--- src/rtl/accum_rmw_ctrl.sv ---
// Read-modify-write sequencer for one accumulator column SRAM (1R/1W, 1-cycle read latency).
// Write-data forwarding gives 1 op/cycle to any address mix; also sequences a whole-column clear.
module accum_rmw_ctrl #(
   parameter int unsigned ACCUM_ROW  = 256,
   parameter int unsigned DATA_WIDTH = 32,
   localparam int unsigned ADDR_WIDTH = $clog2(ACCUM_ROW)
) (
   input  logic                  clk,
   input  logic                  rst,
   input  logic                  in_valid,
   output logic                  in_ready,
   input  logic [1:0]            in_op,
   input  logic [ADDR_WIDTH-1:0] in_addr,
   input  logic [DATA_WIDTH-1:0] in_data,
   output logic                  out_valid,
   output logic [ADDR_WIDTH-1:0] out_addr,
   output logic [DATA_WIDTH-1:0] out_data,
   input  logic                  clear_start,
   output logic                  clear_busy,
   output logic                  clear_done,
   output logic                  sram_rd_en,
   output logic [ADDR_WIDTH-1:0] sram_rd_addr,
   input  logic [DATA_WIDTH-1:0] sram_rd_data,
   output logic                  sram_wr_en,
   output logic [ADDR_WIDTH-1:0] sram_wr_addr,
   output logic [DATA_WIDTH-1:0] sram_wr_data
);

   localparam logic [1:0] OpAcc     = 2'd0;
   localparam logic [1:0] OpLoad    = 2'd1;
   localparam logic [1:0] OpRead    = 2'd2;
   localparam logic [1:0] OpReadClr = 2'd3;

   localparam logic [ADDR_WIDTH-1:0] LastRow = ADDR_WIDTH'(ACCUM_ROW - 1);

   typedef enum logic [1:0] {StIdle, StDrain, StClear} state_e;

   state_e                state_q, state_d;
   logic [ADDR_WIDTH-1:0] cnt_q, cnt_d;
   logic                  clear_done_q, clear_done_d;

   logic                  p1_valid_q, p1_valid_d;
   logic [1:0]            p1_op_q, p1_op_d;
   logic [ADDR_WIDTH-1:0] p1_addr_q, p1_addr_d;
   logic [DATA_WIDTH-1:0] p1_data_q, p1_data_d;

   logic                  fwd_valid_q, fwd_valid_d;
   logic [ADDR_WIDTH-1:0] fwd_addr_q, fwd_addr_d;
   logic [DATA_WIDTH-1:0] fwd_data_q, fwd_data_d;

   logic                  out_valid_q, out_valid_d;
   logic [ADDR_WIDTH-1:0] out_addr_q, out_addr_d;
   logic [DATA_WIDTH-1:0] out_data_q, out_data_d;

   logic                  accept;
   logic                  clear_wr;
   logic                  s1_wr;
   logic [DATA_WIDTH-1:0] s1_wr_data;
   logic [DATA_WIDTH-1:0] old_data;

   // Control FSM; in_ready is forced low while rst is held.
   always_comb begin
      state_d      = state_q;
      cnt_d        = cnt_q;
      clear_done_d = 1'b0;
      in_ready     = 1'b0;
      clear_busy   = 1'b0;
      clear_wr     = 1'b0;
      unique case (state_q)
         StIdle: begin
            in_ready = ~clear_start;
            if (clear_start) begin
               state_d = StDrain;
            end
         end
         StDrain: begin
            clear_busy = 1'b1;
            if (!p1_valid_q) begin
               state_d = StClear;
               cnt_d   = '0;
            end
         end
         StClear: begin
            clear_busy = 1'b1;
            clear_wr   = 1'b1;
            cnt_d      = cnt_q + 1'b1;
            if (cnt_q == LastRow) begin
               state_d      = StIdle;
               clear_done_d = 1'b1;
            end
         end
         default: state_d = StIdle;
      endcase
      in_ready = in_ready & ~rst;
   end

   assign accept       = in_valid & in_ready;
   assign sram_rd_en   = accept;
   assign sram_rd_addr = in_addr;

   always_comb begin
      p1_valid_d = accept;
      p1_op_d    = p1_op_q;
      p1_addr_d  = p1_addr_q;
      p1_data_d  = p1_data_q;
      if (accept) begin
         p1_op_d   = in_op;
         p1_addr_d = in_addr;
         p1_data_d = in_data;
      end
   end

   // Stage S1: forwarded value covers the SRAM's read-during-write returning stale data.
   always_comb begin
      old_data = (fwd_valid_q && (fwd_addr_q == p1_addr_q)) ? fwd_data_q : sram_rd_data;
      s1_wr    = p1_valid_q && (p1_op_q != OpRead);
      unique case (p1_op_q)
         OpAcc:     s1_wr_data = old_data + p1_data_q;
         OpLoad:    s1_wr_data = p1_data_q;
         OpReadClr: s1_wr_data = '0;
         default:   s1_wr_data = '0;
      endcase
   end

   assign sram_wr_en   = (s1_wr | clear_wr) & ~rst;
   assign sram_wr_addr = clear_wr ? cnt_q : p1_addr_q;
   assign sram_wr_data = clear_wr ? '0 : s1_wr_data;

   always_comb begin
      fwd_valid_d = fwd_valid_q;
      fwd_addr_d  = fwd_addr_q;
      fwd_data_d  = fwd_data_q;
      if (sram_wr_en) begin
         fwd_valid_d = 1'b1;
         fwd_addr_d  = sram_wr_addr;
         fwd_data_d  = sram_wr_data;
      end
   end

   always_comb begin
      out_valid_d = p1_valid_q && p1_op_q[1];
      out_addr_d  = out_addr_q;
      out_data_d  = out_data_q;
      if (out_valid_d) begin
         out_addr_d = p1_addr_q;
         out_data_d = old_data;
      end
   end

   always_ff @(posedge clk) begin
      if (rst) begin
         state_q      <= StIdle;
         cnt_q        <= '0;
         clear_done_q <= 1'b0;
         p1_valid_q   <= 1'b0;
         p1_op_q      <= '0;
         p1_addr_q    <= '0;
         p1_data_q    <= '0;
         fwd_valid_q  <= 1'b0;
         fwd_addr_q   <= '0;
         fwd_data_q   <= '0;
         out_valid_q  <= 1'b0;
         out_addr_q   <= '0;
         out_data_q   <= '0;
      end else begin
         state_q      <= state_d;
         cnt_q        <= cnt_d;
         clear_done_q <= clear_done_d;
         p1_valid_q   <= p1_valid_d;
         p1_op_q      <= p1_op_d;
         p1_addr_q    <= p1_addr_d;
         p1_data_q    <= p1_data_d;
         fwd_valid_q  <= fwd_valid_d;
         fwd_addr_q   <= fwd_addr_d;
         fwd_data_q   <= fwd_data_d;
         out_valid_q  <= out_valid_d;
         out_addr_q   <= out_addr_d;
         out_data_q   <= out_data_d;
      end
   end

   assign out_valid  = out_valid_q;
   assign out_addr   = out_addr_q;
   assign out_data   = out_data_q;
   assign clear_done = clear_done_q;

endmodule

--- config.mk ---
export PLATFORM = sky130hd
export DESIGN_NAME = accum_rmw_ctrl
export DESIGN_NICKNAME = d
export VERILOG_FILES = /design/src/rtl/accum_rmw_ctrl.sv
export SDC_FILE = /design/constraint.sdc
export NUM_CORES = 1
export LEC_CHECK = 0
export CORE_ASPECT_RATIO = 1.5
export CORE_UTILIZATION = 55
export CTS_CLUSTER_DIAMETER = 30
export DETAILED_ROUTE_END_ITERATION = 10
export PLACE_DENSITY_LB_ADDON = 0.2
export SKIP_LAST_GASP = 1
export SYNTH_ARGS = -nofsm -noshare
export SYNTH_HDL_FRONTEND = slang
export SYNTH_SLANG_ARGS = --single-unit
--- constraint.sdc ---
create_clock -name clk -period 9.9 [get_ports clk]
set_input_delay 0.99 -clock clk [delete_from_list [all_inputs] [get_ports clk]]
set_output_delay 0.99 -clock clk [all_outputs]
set_load 0.03 [all_outputs]
; After elaboration in Yosys (flattened, before gate mapping)
; Index checks and enable logic that the tools add are counted.
[op_classes]
add_sub_neg = 2
eq_ne = 9
muxes = 14
n_bitwise = 7
n_reduce_logical = 10
[ops]
columns = op, count
row1 = 32-bit 2-to-1 mux, 2
row2 = 32-bit one-hot mux with 2 select lines, 1
row3 = 32-bit adder, 1
row4 = 8-bit 2-to-1 mux, 2
row5 = 8-bit one-hot mux with 2 select lines, 1
row6 = 8-bit by 1-bit adder with 8-bit output (second input constant), 1
row7 = 8-bit == test, 1
row8 = 8-bit == test (second input constant), 1
row9 = 2-bit inequality test (second input constant), 4
row10 = 2-bit 2-to-1 mux, 3
row11 = 2-bit one-hot mux with 3 select lines, 1
row12 = 2-bit by 1-bit == test with 1-bit output (second input constant), 2
row13 = 2-bit logical NOT, 2
row14 = 1-bit 2-to-1 mux, 4
row15 = 2-bit OR reduction, 2
row16 = 1-bit bitwise AND, 3
row17 = 1-bit logical AND, 3
row18 = 1-bit NOT, 3
row19 = 3-bit AND reduction, 1
row20 = 2-bit == test (second input constant), 1
row21 = 2-bit AND reduction, 1
row22 = 2-bit nonzero test, 1
row23 = 1-bit bitwise OR, 1
[word_totals]
reg_bits = 136
input_bits = 78
out_inout_bits = 94
wordCells = 55

; Longest topological paths before layout
; Gate-level depths: netlist of run 1.
[depth]
depth_word = 6
depth_mapped = 17
ltp_nobuf = 16

; Least setup slack after synthesis of run 1
; Ideal clock, no wire load.
[synth_path]
path_kind = reg2out
from = register p1_addr_q[4]
to = output port sram_wr_data[30]
arrival_ps = 4347
required_ps = 8910
setup_slack_ps = 4563
path_stages_with_launch = 18
cell_sequence = dfxtp_1 > xor2_1 > nor4_1 > nand3_1 > nor4_2 > buf_2 > mux2_2 > ha_1 > fa_1 > nand3_1 > nand2_1 > a21oi_1 > o31ai_1 > o21ai_0 > and2_1 > o211ai_1 > mux2_2 > nor3_1
[synth_between]
elab_chain_cells = 6
[synth_rtl]
columns = element, line
row1 = from (decl), 44  ; logic [ADDR_WIDTH-1:0] p1_addr_q, p1_addr_d;
row2 = from (signal assigned), 171  ; p1_addr_q <= p1_addr_d;
row3 = 8-bit == test, 115  ; old_data = (fwd_valid_q && (fwd_addr_q == p1_addr_q)) ? fwd_data_q : sram_rd_data;
row4 = 1-bit logical AND, 115
row5 = 32-bit 2-to-1 mux, 115
row6 = net old_data[0], 59  ; logic [DATA_WIDTH-1:0] old_data;
row7 = 32-bit adder, 118  ; OpAcc: s1_wr_data = old_data + p1_data_q;
row8 = 32-bit one-hot mux with 2 select lines, 117  ; unique case (p1_op_q)
row9 = 32-bit 2-to-1 mux, 127  ; assign sram_wr_data = clear_wr ? '0 : s1_wr_data;
row10 = to (decl), 26  ; output logic [DATA_WIDTH-1:0] sram_wr_data
; The timed path passes the listed nets, and every way through them passes these cells.

; Worst setup path in the final report of run 1
; Same ends and word-level chain as after synthesis.

==> run_summary.xml, run 1 <==
<?xml version="1.0" encoding="UTF-8"?>
<metrics>
  <group name="clock_network">
    <metric name="resized_gates_after_cts" unit="">0</metric>
    <metric name="cts_buffers" unit="">17</metric>
    <metric name="clk_pin_slew" unit="ns">0.06</metric>
    <metric name="ctsHoldBuffers" unit="">0</metric>
    <metric name="max-clock-path-buffers" unit="">2</metric>
    <metric name="tritoncts_sink_count" unit="">136</metric>
    <metric name="clkLatencyLatePin" unit="ns">0.42</metric>
    <metric name="cts_setup_buffers" unit="">0</metric>
    <metric name="cts.root.buffer_cell" unit="">clkbuf_16</metric>
    <metric name="h-tree-depth" unit="">4</metric>
    <metric name="tritoncts_clock_tree" unit="">done</metric>
  </group>
  <group name="setup_path">
    <metric name="worstSetupEndpointType" unit="">output port</metric>
    <metric name="worstPathArrival" unit="ns">5.55</metric>
    <metric name="critical_path.startpoint_type" unit="">register</metric>
    <metric name="cp.required" unit="ns">8.91</metric>
    <metric name="critPathMaxFanout" unit="">17</metric>
    <metric name="critical_path.cell_chain" unit="">xor2_1 -&gt; nor4_1 -&gt; nand3_1 -&gt; nor4_4 -&gt; buf_4 -&gt; mux2_2 -&gt; ha_1 -&gt; fa_1 -&gt; nand3_1 -&gt; nand2_1 -&gt; a21oi_1 -&gt; o31ai_1 -&gt; o21ai_0 -&gt; and2_1 -&gt; o211ai_1 -&gt; mux2_2 -&gt; nor3_1 -&gt; clkdlybuf4s50_1</metric>
    <metric name="setup.worst_path.class" unit="">register to output port</metric>
    <metric name="crit_path_max_incr_delay" unit="ns">0.71</metric>
    <metric name="critical_path.n_buffers_inverters" unit="">2</metric>
    <metric name="worst_path_max_delay_cell" unit="">clkdlybuf4s50_1</metric>
    <metric name="cp_top_family" unit="">simple AND/OR/NAND/NOR gates</metric>
    <metric name="setup.reg_to_reg.worst_slack" unit="ns">5.38</metric>
  </group>
  <group name="die">
    <metric name="die_h" unit="µm">147</metric>
    <metric name="core_region_area" unit="mm²">0.0136</metric>
    <metric name="pin_count" unit="">172</metric>
    <metric name="floorplan.initialDensity" unit="%">56.8</metric>
    <metric name="std_cell_rows" unit="">52</metric>
    <metric name="die_w" unit="µm">98.8</metric>
    <metric name="floorplan.die_area" unit="mm²">0.0145</metric>
  </group>
  <group name="logic_synthesis">
    <metric name="synthesis.yosys.warnings" unit="">0</metric>
    <metric name="synth.most_common_cell" unit="">nand2_1</metric>
    <metric name="syn-instance-count" unit="">998</metric>
    <metric name="syn_nets" unit="">1120</metric>
    <metric name="synthTopCellsByArea" unit="">dfxtp_1 (35%), nand2_1 (7.8%), nor2_1 (7.2%)</metric>
    <metric name="commonest_cells_post_synth" unit="">nand2_1 (160), nor2_1 (148), dfxtp_1 (136)</metric>
    <metric name="synth_area_per_cell" unit="µm²">7.74</metric>
    <metric name="netlist.top_cell.by_area" unit="">dfxtp_1</metric>
    <metric name="yosysUniqueCellTypes" unit="">63</metric>
    <metric name="seq_area_frac_synth" unit="%">35.2</metric>
    <metric name="syn_area" unit="mm²">0.00773</metric>
    <metric name="synth-edff-count" unit="">0</metric>
    <metric name="fraction_of_post_synthesis_cell_area_in_the_top_cell_type_by_area" unit="%">35.2</metric>
    <metric name="yosys_register_bits" unit="">136</metric>
    <metric name="async_flop_share" unit="%">0</metric>
    <metric name="postSynth.topFlopCell" unit="">dfxtp_1</metric>
  </group>
  <group name="detailed_routing">
    <metric name="vias" unit="">7737</metric>
    <metric name="first_drt_iteration_drcs" unit="">383</metric>
    <metric name="post-route-drc-count" unit="">0</metric>
    <metric name="ant_nets" unit="">0</metric>
    <metric name="routed_wire_length_per_instance" unit="µm">18.1</metric>
    <metric name="wl" unit="mm">23.7</metric>
    <metric name="drt-pass1-iter-count" unit="">7</metric>
    <metric name="routed_via_density" unit="">5.92</metric>
  </group>
  <group name="cells_and_area">
    <metric name="areaGrowthSynthToFinish" unit="%">30.3</metric>
    <metric name="diodes" unit="">0</metric>
    <metric name="finish.net_count" unit="">1253</metric>
    <metric name="layout.core_utilization" unit="%">74.1</metric>
    <metric name="fillerInstances" unit="">1085</metric>
    <metric name="layout.area.seq" unit="mm²">0.00272</metric>
    <metric name="post_layout_nonfiller_instances" unit="">1306</metric>
    <metric name="layout-drive-gt1-share" unit="%">8.65</metric>
    <metric name="area_occupied_by_multi_input_gates" unit="mm²">0.00467</metric>
  </group>
  <group name="power_and_ir_drop">
    <metric name="swShare" unit="%">39.6</metric>
    <metric name="power.density_cell_area" unit="mW/mm²">231</metric>
    <metric name="power.share.combinational" unit="%">42.7</metric>
    <metric name="power.clock.fraction" unit="%">29.6</metric>
    <metric name="p_seq_share" unit="%">27.7</metric>
    <metric name="internal-power" unit="W">0.00141</metric>
    <metric name="power.static_leakage" unit="nW">4.08</metric>
    <metric name="switchingPower" unit="W">0.000921</metric>
    <metric name="vdd_drop_max" unit="µV">149</metric>
  </group>
  <group name="sta">
    <metric name="timing.final.hold_violations" unit="">0</metric>
    <metric name="worst_slew_pin_slew" unit="ns">0.950</metric>
    <metric name="postLayoutSetupSlackWorst" unit="ns">3.36</metric>
    <metric name="rsz0062_at_grt" unit="">no</metric>
    <metric name="final_report_setup_violation_count" unit="">0</metric>
    <metric name="finalMaxSlewViolations" unit="">0</metric>
    <metric name="final.setup_skew" unit="ns">0.0121</metric>
    <metric name="fmaxAchievable" unit="MHz">153</metric>
    <metric name="timing.final.crit_period" unit="ns">6.54</metric>
    <metric name="timing.setup.tns" unit="ns">0</metric>
    <metric name="relative_slew_slack" unit="%">36.5</metric>
    <metric name="final_clock_period_utilization_by_the_worst_path" unit="%">66.1</metric>
  </group>
  <group name="grt">
    <metric name="gr-usage-all-layers" unit="%">32.5</metric>
    <metric name="grt_first_pass_wirelength" unit="mm">37.4</metric>
    <metric name="grt.overflow.total" unit="">0</metric>
    <metric name="grt_max_degree" unit="">85</metric>
    <metric name="first_global_vias" unit="">7634</metric>
    <metric name="antenna_found_initial" unit="">0</metric>
  </group>
  <group name="flow_run">
    <metric name="max_cap_viol_count" unit="">0</metric>
  </group>
  <group name="placed_design">
    <metric name="dp_slack" unit="ns">3.88</metric>
    <metric name="portBuffers" unit="">171</metric>
    <metric name="routability_cong" unit="">0.966</metric>
    <metric name="detailedPlacementHpwl" unit="mm">15.9</metric>
    <metric name="place_inst" unit="">1274</metric>
  </group>
  <group name="run_status">
    <metric name="status" unit="">completed</metric>
  </group>
  <group name="hold_path">
    <metric name="min_path_type" unit="">register to register</metric>
  </group>
</metrics>
==> state kept, by name, indices dropped and copies added, names as in the netlist, 8 cells and up <==
name / cells
fwd_data_q: 32
out_data: 32
p1_data_q: 32
cnt_q: 8
fwd_addr_q: 8
out_addr: 8
p1_addr_q: 8
==> final cells by class <==
class	count	share of cell area, %
clock inverters	13	1.81
multi-input cells	780	46.3
repair buffers	182	17.8
well taps	162	2.01
inverters	14	0.522
flip-flops and latches	136	27.0
clock buffers	19	4.50
==> per-layer routing <==
layer	global-route usage, %	share of wire (%)
met4	18.1	4.7
met1	36.7	38
met3	4.71	6.0
met5	0	0
met2	58.1	51
==> per-stage QoR <==
step	power [W]	area, µm²	hold WS, ns
2_1_floorplan	0.00129	7730	0.419
3_3_place_gp	0.00162	9430	0.431
3_5_place_dp	0.00163	9430	0.441
4_1_cts	0.00232	10100	0.452
5_1_grt	0.00242	10100	0.476
6_report	0.00233	10100	0.451
==> cells by family after synthesis <==
kind of cell	Yosys count	synth area share [%]
simple gates	430	24.2
compound gates	220	17.6
flops	136	35.2
buf+inv	82	4.53
mux	52	7.37
fa+ha+maj	44	7.22
xor+xnor	34	3.85
==> layout by cell type (no fill, tap or decap), types with 4 or more instances in the layout <==
cell type | Yosys | layout
clkdlybuf4s50_1 | 0 | 170
nand2_1 | 160 | 160
nor2_1 | 148 | 148
dfxtp_1 | 136 | 136
o21ai_0 | 72 | 72
a21oi_1 | 60 | 59
nor3_1 | 50 | 50
ha_1 | 43 | 43
mux2_2 | 39 | 39
xor2_1 | 19 | 19
and3_1 | 17 | 17
nand3_1 | 17 | 17
clkbuf_16 | 0 | 17
xnor2_1 | 15 | 15
inv_1 | 14 | 14
mux2i_1 | 13 | 13
a21o_1 | 13 | 13
a31oi_1 | 12 | 12
buf_4 | 8 | 11
and2_1 | 11 | 10
o31ai_1 | 8 | 8
o21a_1 | 7 | 7
nor2b_1 | 5 | 5
a32oi_1 | 4 | 4
nand4_1 | 4 | 4
or3_1 | 4 | 4
o211ai_1 | 4 | 4
inv_6 | 0 | 4
clkinv_4 | 0 | 4
==> power groups by stage <==
stage / Sequential, W / Clock [W] / Combinational [W]
detailed placement: 0.000654 / 0 / 0.000976
CTS: 0.000643 / 0.000687 / 0.000986
global route: 0.000650 / 0.000709 / 0.00106
floorplan: 0.000645 / 0 / 0.000641
global placement: 0.000652 / 0 / 0.000966
finish: 0.000644 / 0.000689 / 0.000995
==> final timing paths <==
path                                startpoint                to  cells after the start
worst max-delay path              p1_addr_q[4]  sram_wr_data[30]                     18
worst min-delay path            fwd_data_q[10]    fwd_data_q[10]                      2
worst max register to register    p1_addr_q[4]    fwd_data_q[30]                     17
worst min register to register  fwd_data_q[10]    fwd_data_q[10]                      2
==> tightest hold or removal path, cell delays in order (launching register included) <==
cell     delay (ns)
dfxtp_1        0.31
nand2_1        0.05
a21oi_1        0.05
(Power assumes the default switching activity.)
==> inputs of run 2 (changes only) <==
CORE_UTILIZATION = 51   (was 55)
clock period = 6.8 ns   (was 9.9 ns; I/O delays follow)
==> run_summary.xml, run 2 (synthesis results as in run 1) <==
<?xml version="1.0" encoding="UTF-8"?>
<metrics>
  <group name="run_status">
    <metric name="status" unit="">completed</metric>
  </group>
  <group name="die">
    <metric name="pin_count" unit="">172</metric>
    <metric name="die_h" unit="µm">153</metric>
    <metric name="floorplan.initialDensity" unit="%">52.7</metric>
    <metric name="core_region_area" unit="mm²">0.0147</metric>
    <metric name="std_cell_rows" unit="">54</metric>
    <metric name="floorplan.die_area" unit="mm²">0.0157</metric>
    <metric name="die_w" unit="µm">102</metric>
  </group>
  <group name="sta">
    <metric name="worst_slew_pin_slew" unit="ns">1.15</metric>
    <metric name="timing.hold.ws" unit="ns">0.453</metric>
    <metric name="finalMaxSlewViolations" unit="">0</metric>
    <metric name="timing.setup.tns" unit="ns">0</metric>
    <metric name="timing.final.hold_violations" unit="">0</metric>
    <metric name="fmaxAchievable" unit="MHz">159</metric>
    <metric name="postLayoutSetupSlackWorst" unit="ns">0.509</metric>
    <metric name="final.setup_skew" unit="ns">0.00884</metric>
    <metric name="final_clock_period_utilization_by_the_worst_path" unit="%">92.5</metric>
    <metric name="rsz0062_at_grt" unit="">no</metric>
    <metric name="final_report_setup_violation_count" unit="">0</metric>
    <metric name="timing.final.crit_period" unit="ns">6.29</metric>
    <metric name="relative_slew_slack" unit="%">23.2</metric>
  </group>
  <group name="detailed_routing">
    <metric name="routed_via_density" unit="">5.71</metric>
    <metric name="wl" unit="mm">23.1</metric>
    <metric name="ant_nets" unit="">0</metric>
    <metric name="drt-pass1-iter-count" unit="">5</metric>
    <metric name="first_drt_iteration_drcs" unit="">452</metric>
    <metric name="routed_wire_length_per_instance" unit="µm">17.2</metric>
    <metric name="post-route-drc-count" unit="">0</metric>
    <metric name="vias" unit="">7660</metric>
  </group>
  <group name="cells_and_area">
    <metric name="final_common_cell" unit="">clkdlybuf4s50_1</metric>
    <metric name="layout.core_utilization" unit="%">68.6</metric>
    <metric name="area_occupied_by_multi_input_gates" unit="mm²">0.00467</metric>
    <metric name="final_cell_area" unit="mm²">0.0101</metric>
    <metric name="fillerInstances" unit="">1262</metric>
    <metric name="layout-drive-gt1-share" unit="%">8.73</metric>
    <metric name="finish.net_count" unit="">1254</metric>
    <metric name="layout.cells.most_common_list" unit="">clkdlybuf4s50_1 (170), nand2_1 (160), nor2_1 (148), dfxtp_1 (136), o21ai_0 (72)</metric>
    <metric name="layout.area.seq" unit="mm²">0.00272</metric>
    <metric name="areaGrowthSynthToFinish" unit="%">30.1</metric>
  </group>
  <group name="power_and_ir_drop">
    <metric name="power.static_leakage" unit="nW">4.05</metric>
    <metric name="swShare" unit="%">41.2</metric>
    <metric name="power.clock.fraction" unit="%">27.2</metric>
    <metric name="vdd_drop_max" unit="µV">264</metric>
    <metric name="switchingPower" unit="W">0.00135</metric>
    <metric name="p_seq_share" unit="%">28.6</metric>
    <metric name="power.share.combinational" unit="%">44.2</metric>
    <metric name="power.density_cell_area" unit="mW/mm²">325</metric>
    <metric name="internal-power" unit="W">0.00192</metric>
  </group>
  <group name="setup_path">
    <metric name="crit_path_max_incr_delay" unit="ns">0.71</metric>
    <metric name="critical_path.cell_chain" unit="">xor2_1 -&gt; nor4_1 -&gt; nand3_1 -&gt; nor4_4 -&gt; buf_12 -&gt; mux2_2 -&gt; ha_1 -&gt; fa_1 -&gt; nand3_1 -&gt; nand2_1 -&gt; a21oi_1 -&gt; o31ai_1 -&gt; o21ai_0 -&gt; and2_1 -&gt; o211ai_1 -&gt; mux2_2 -&gt; nor3_1 -&gt; clkdlybuf4s50_1</metric>
    <metric name="setup.worst_path.class" unit="">register to output port</metric>
    <metric name="worst_path_max_delay_cell" unit="">clkdlybuf4s50_1</metric>
    <metric name="critical_path.startpoint_type" unit="">register</metric>
    <metric name="cp.required" unit="ns">6.12</metric>
    <metric name="worstPathArrival" unit="ns">5.61</metric>
    <metric name="critPathMaxFanout" unit="">11</metric>
    <metric name="worstSetupEndpointType" unit="">output port</metric>
  </group>
  <group name="flow_run">
    <metric name="max_cap_viol_count" unit="">0</metric>
  </group>
  <group name="clock_network">
    <metric name="cts_buffers" unit="">17</metric>
    <metric name="tritoncts_clock_tree" unit="">done</metric>
    <metric name="clk_pin_slew" unit="ns">0.07</metric>
    <metric name="tritoncts_sink_count" unit="">136</metric>
    <metric name="max-clock-path-buffers" unit="">2</metric>
    <metric name="cts.root.buffer_cell" unit="">clkbuf_16</metric>
    <metric name="h-tree-depth" unit="">4</metric>
    <metric name="resized_gates_after_cts" unit="">0</metric>
    <metric name="clkLatencyLatePin" unit="ns">0.43</metric>
  </group>
  <group name="placed_design">
    <metric name="detailedPlacementHpwl" unit="mm">15.8</metric>
    <metric name="dp_slack" unit="ns">0.798</metric>
    <metric name="portBuffers" unit="">171</metric>
    <metric name="routability_cong" unit="">0.998</metric>
    <metric name="dpl-instance-area" unit="mm²">0.00948</metric>
  </group>
  <group name="grt">
    <metric name="grt_first_pass_wirelength" unit="mm">36.9</metric>
    <metric name="gr-usage-all-layers" unit="%">30.3</metric>
    <metric name="first_global_vias" unit="">7381</metric>
    <metric name="antenna_found_initial" unit="">1</metric>
    <metric name="grt_max_degree" unit="">86</metric>
    <metric name="grt.overflow.total" unit="">0</metric>
  </group>
  <group name="hold_path">
    <metric name="min_path_type" unit="">register to register</metric>
  </group>
</metrics>
-- run 2: cell types whose count changed in the layout (fill, tap and decap cells not counted), sizes merged --
cell      previous run  this run
buf                 12        13
clkbuf              19        17
inv                 20        24
diode                0         1
clkinvlp             0         3
clkinv               4         2
bufinv               3         0
-- run 2: area by class of cell --
cell class,instances,share of cell area [%]
clock inverters,15,1.29
clock buffers,17,4.23
diodes,1,0.0249
multi-input cells,780,46.4
well taps,196,2.44
inverters,14,0.523
flip-flops and latches,136,27.1
repair buffers,183,18.0
-- run 2: what timing repair did --
action                     CTS  global route
hold buffers                 0             0
setup buffers                0             1
setup endpoints to repair    0             1
-- run 2: per-stage QoR --
| step | cells | power [W] |
|---|---|---|
| 2_1_floorplan | 998 | 0.00187 |
| 3_3_place_gp | 1308 | 0.00236 |
| 3_5_place_dp | 1308 | 0.00237 |
| 4_1_cts | 1340 | 0.00326 |
| 5_1_grt | 1342 | 0.00343 |
| 6_report | 1342 | 0.00327 |
-- run 2: worst paths after layout --
kind | depth (start not counted) | to | startpoint | slack, ns
min | 2 | out_addr[0] | out_addr[0] | 0.45
max reg2reg | 17 | fwd_data_q[30] | p1_addr_q[4] | 2.18
min reg2reg | 2 | out_addr[0] | out_addr[0] | 0.45
max | 18 | sram_wr_data[30] | p1_addr_q[4] | 0.51
-- run 2: metal layers --
metal / vias up / GRT usage (%) / part of all wire, %
met5: - / 0 / 0
met4: 0 / 15.1 / 3.5
met3: 63 / 4.54 / 6.2
met2: 307 / 52.4 / 51
met1: 3569 / 35.6 / 39
li1: 3721 / - / -
-- run 2: power by group through the flow --
stage               registers [W]  logic [W]  clock network (W)
floorplan                0.000939   0.000933                  0
global placement         0.000950    0.00141                  0
detailed placement       0.000952    0.00142                  0
CTS                      0.000935    0.00143           0.000896
global route             0.000946    0.00155           0.000932
finish                   0.000936    0.00144           0.000888
-- run 2: worst max-delay path: cells and delay by family (launching register included) --
| kind | cells | cell delay (ns) |
|---|---|---|
| flip-flops | 1 | 0.35 |
| multiplexers | 2 | 0.65 |
| XOR/XNOR | 1 | 0.19 |
| adder cells (fa/ha/maj) | 2 | 0.64 |
| AO/OA/AOI/OAI | 4 | 0.98 |
| buffers and inverters | 2 | 0.90 |
| AND/OR/NAND/NOR | 7 | 1.46 |
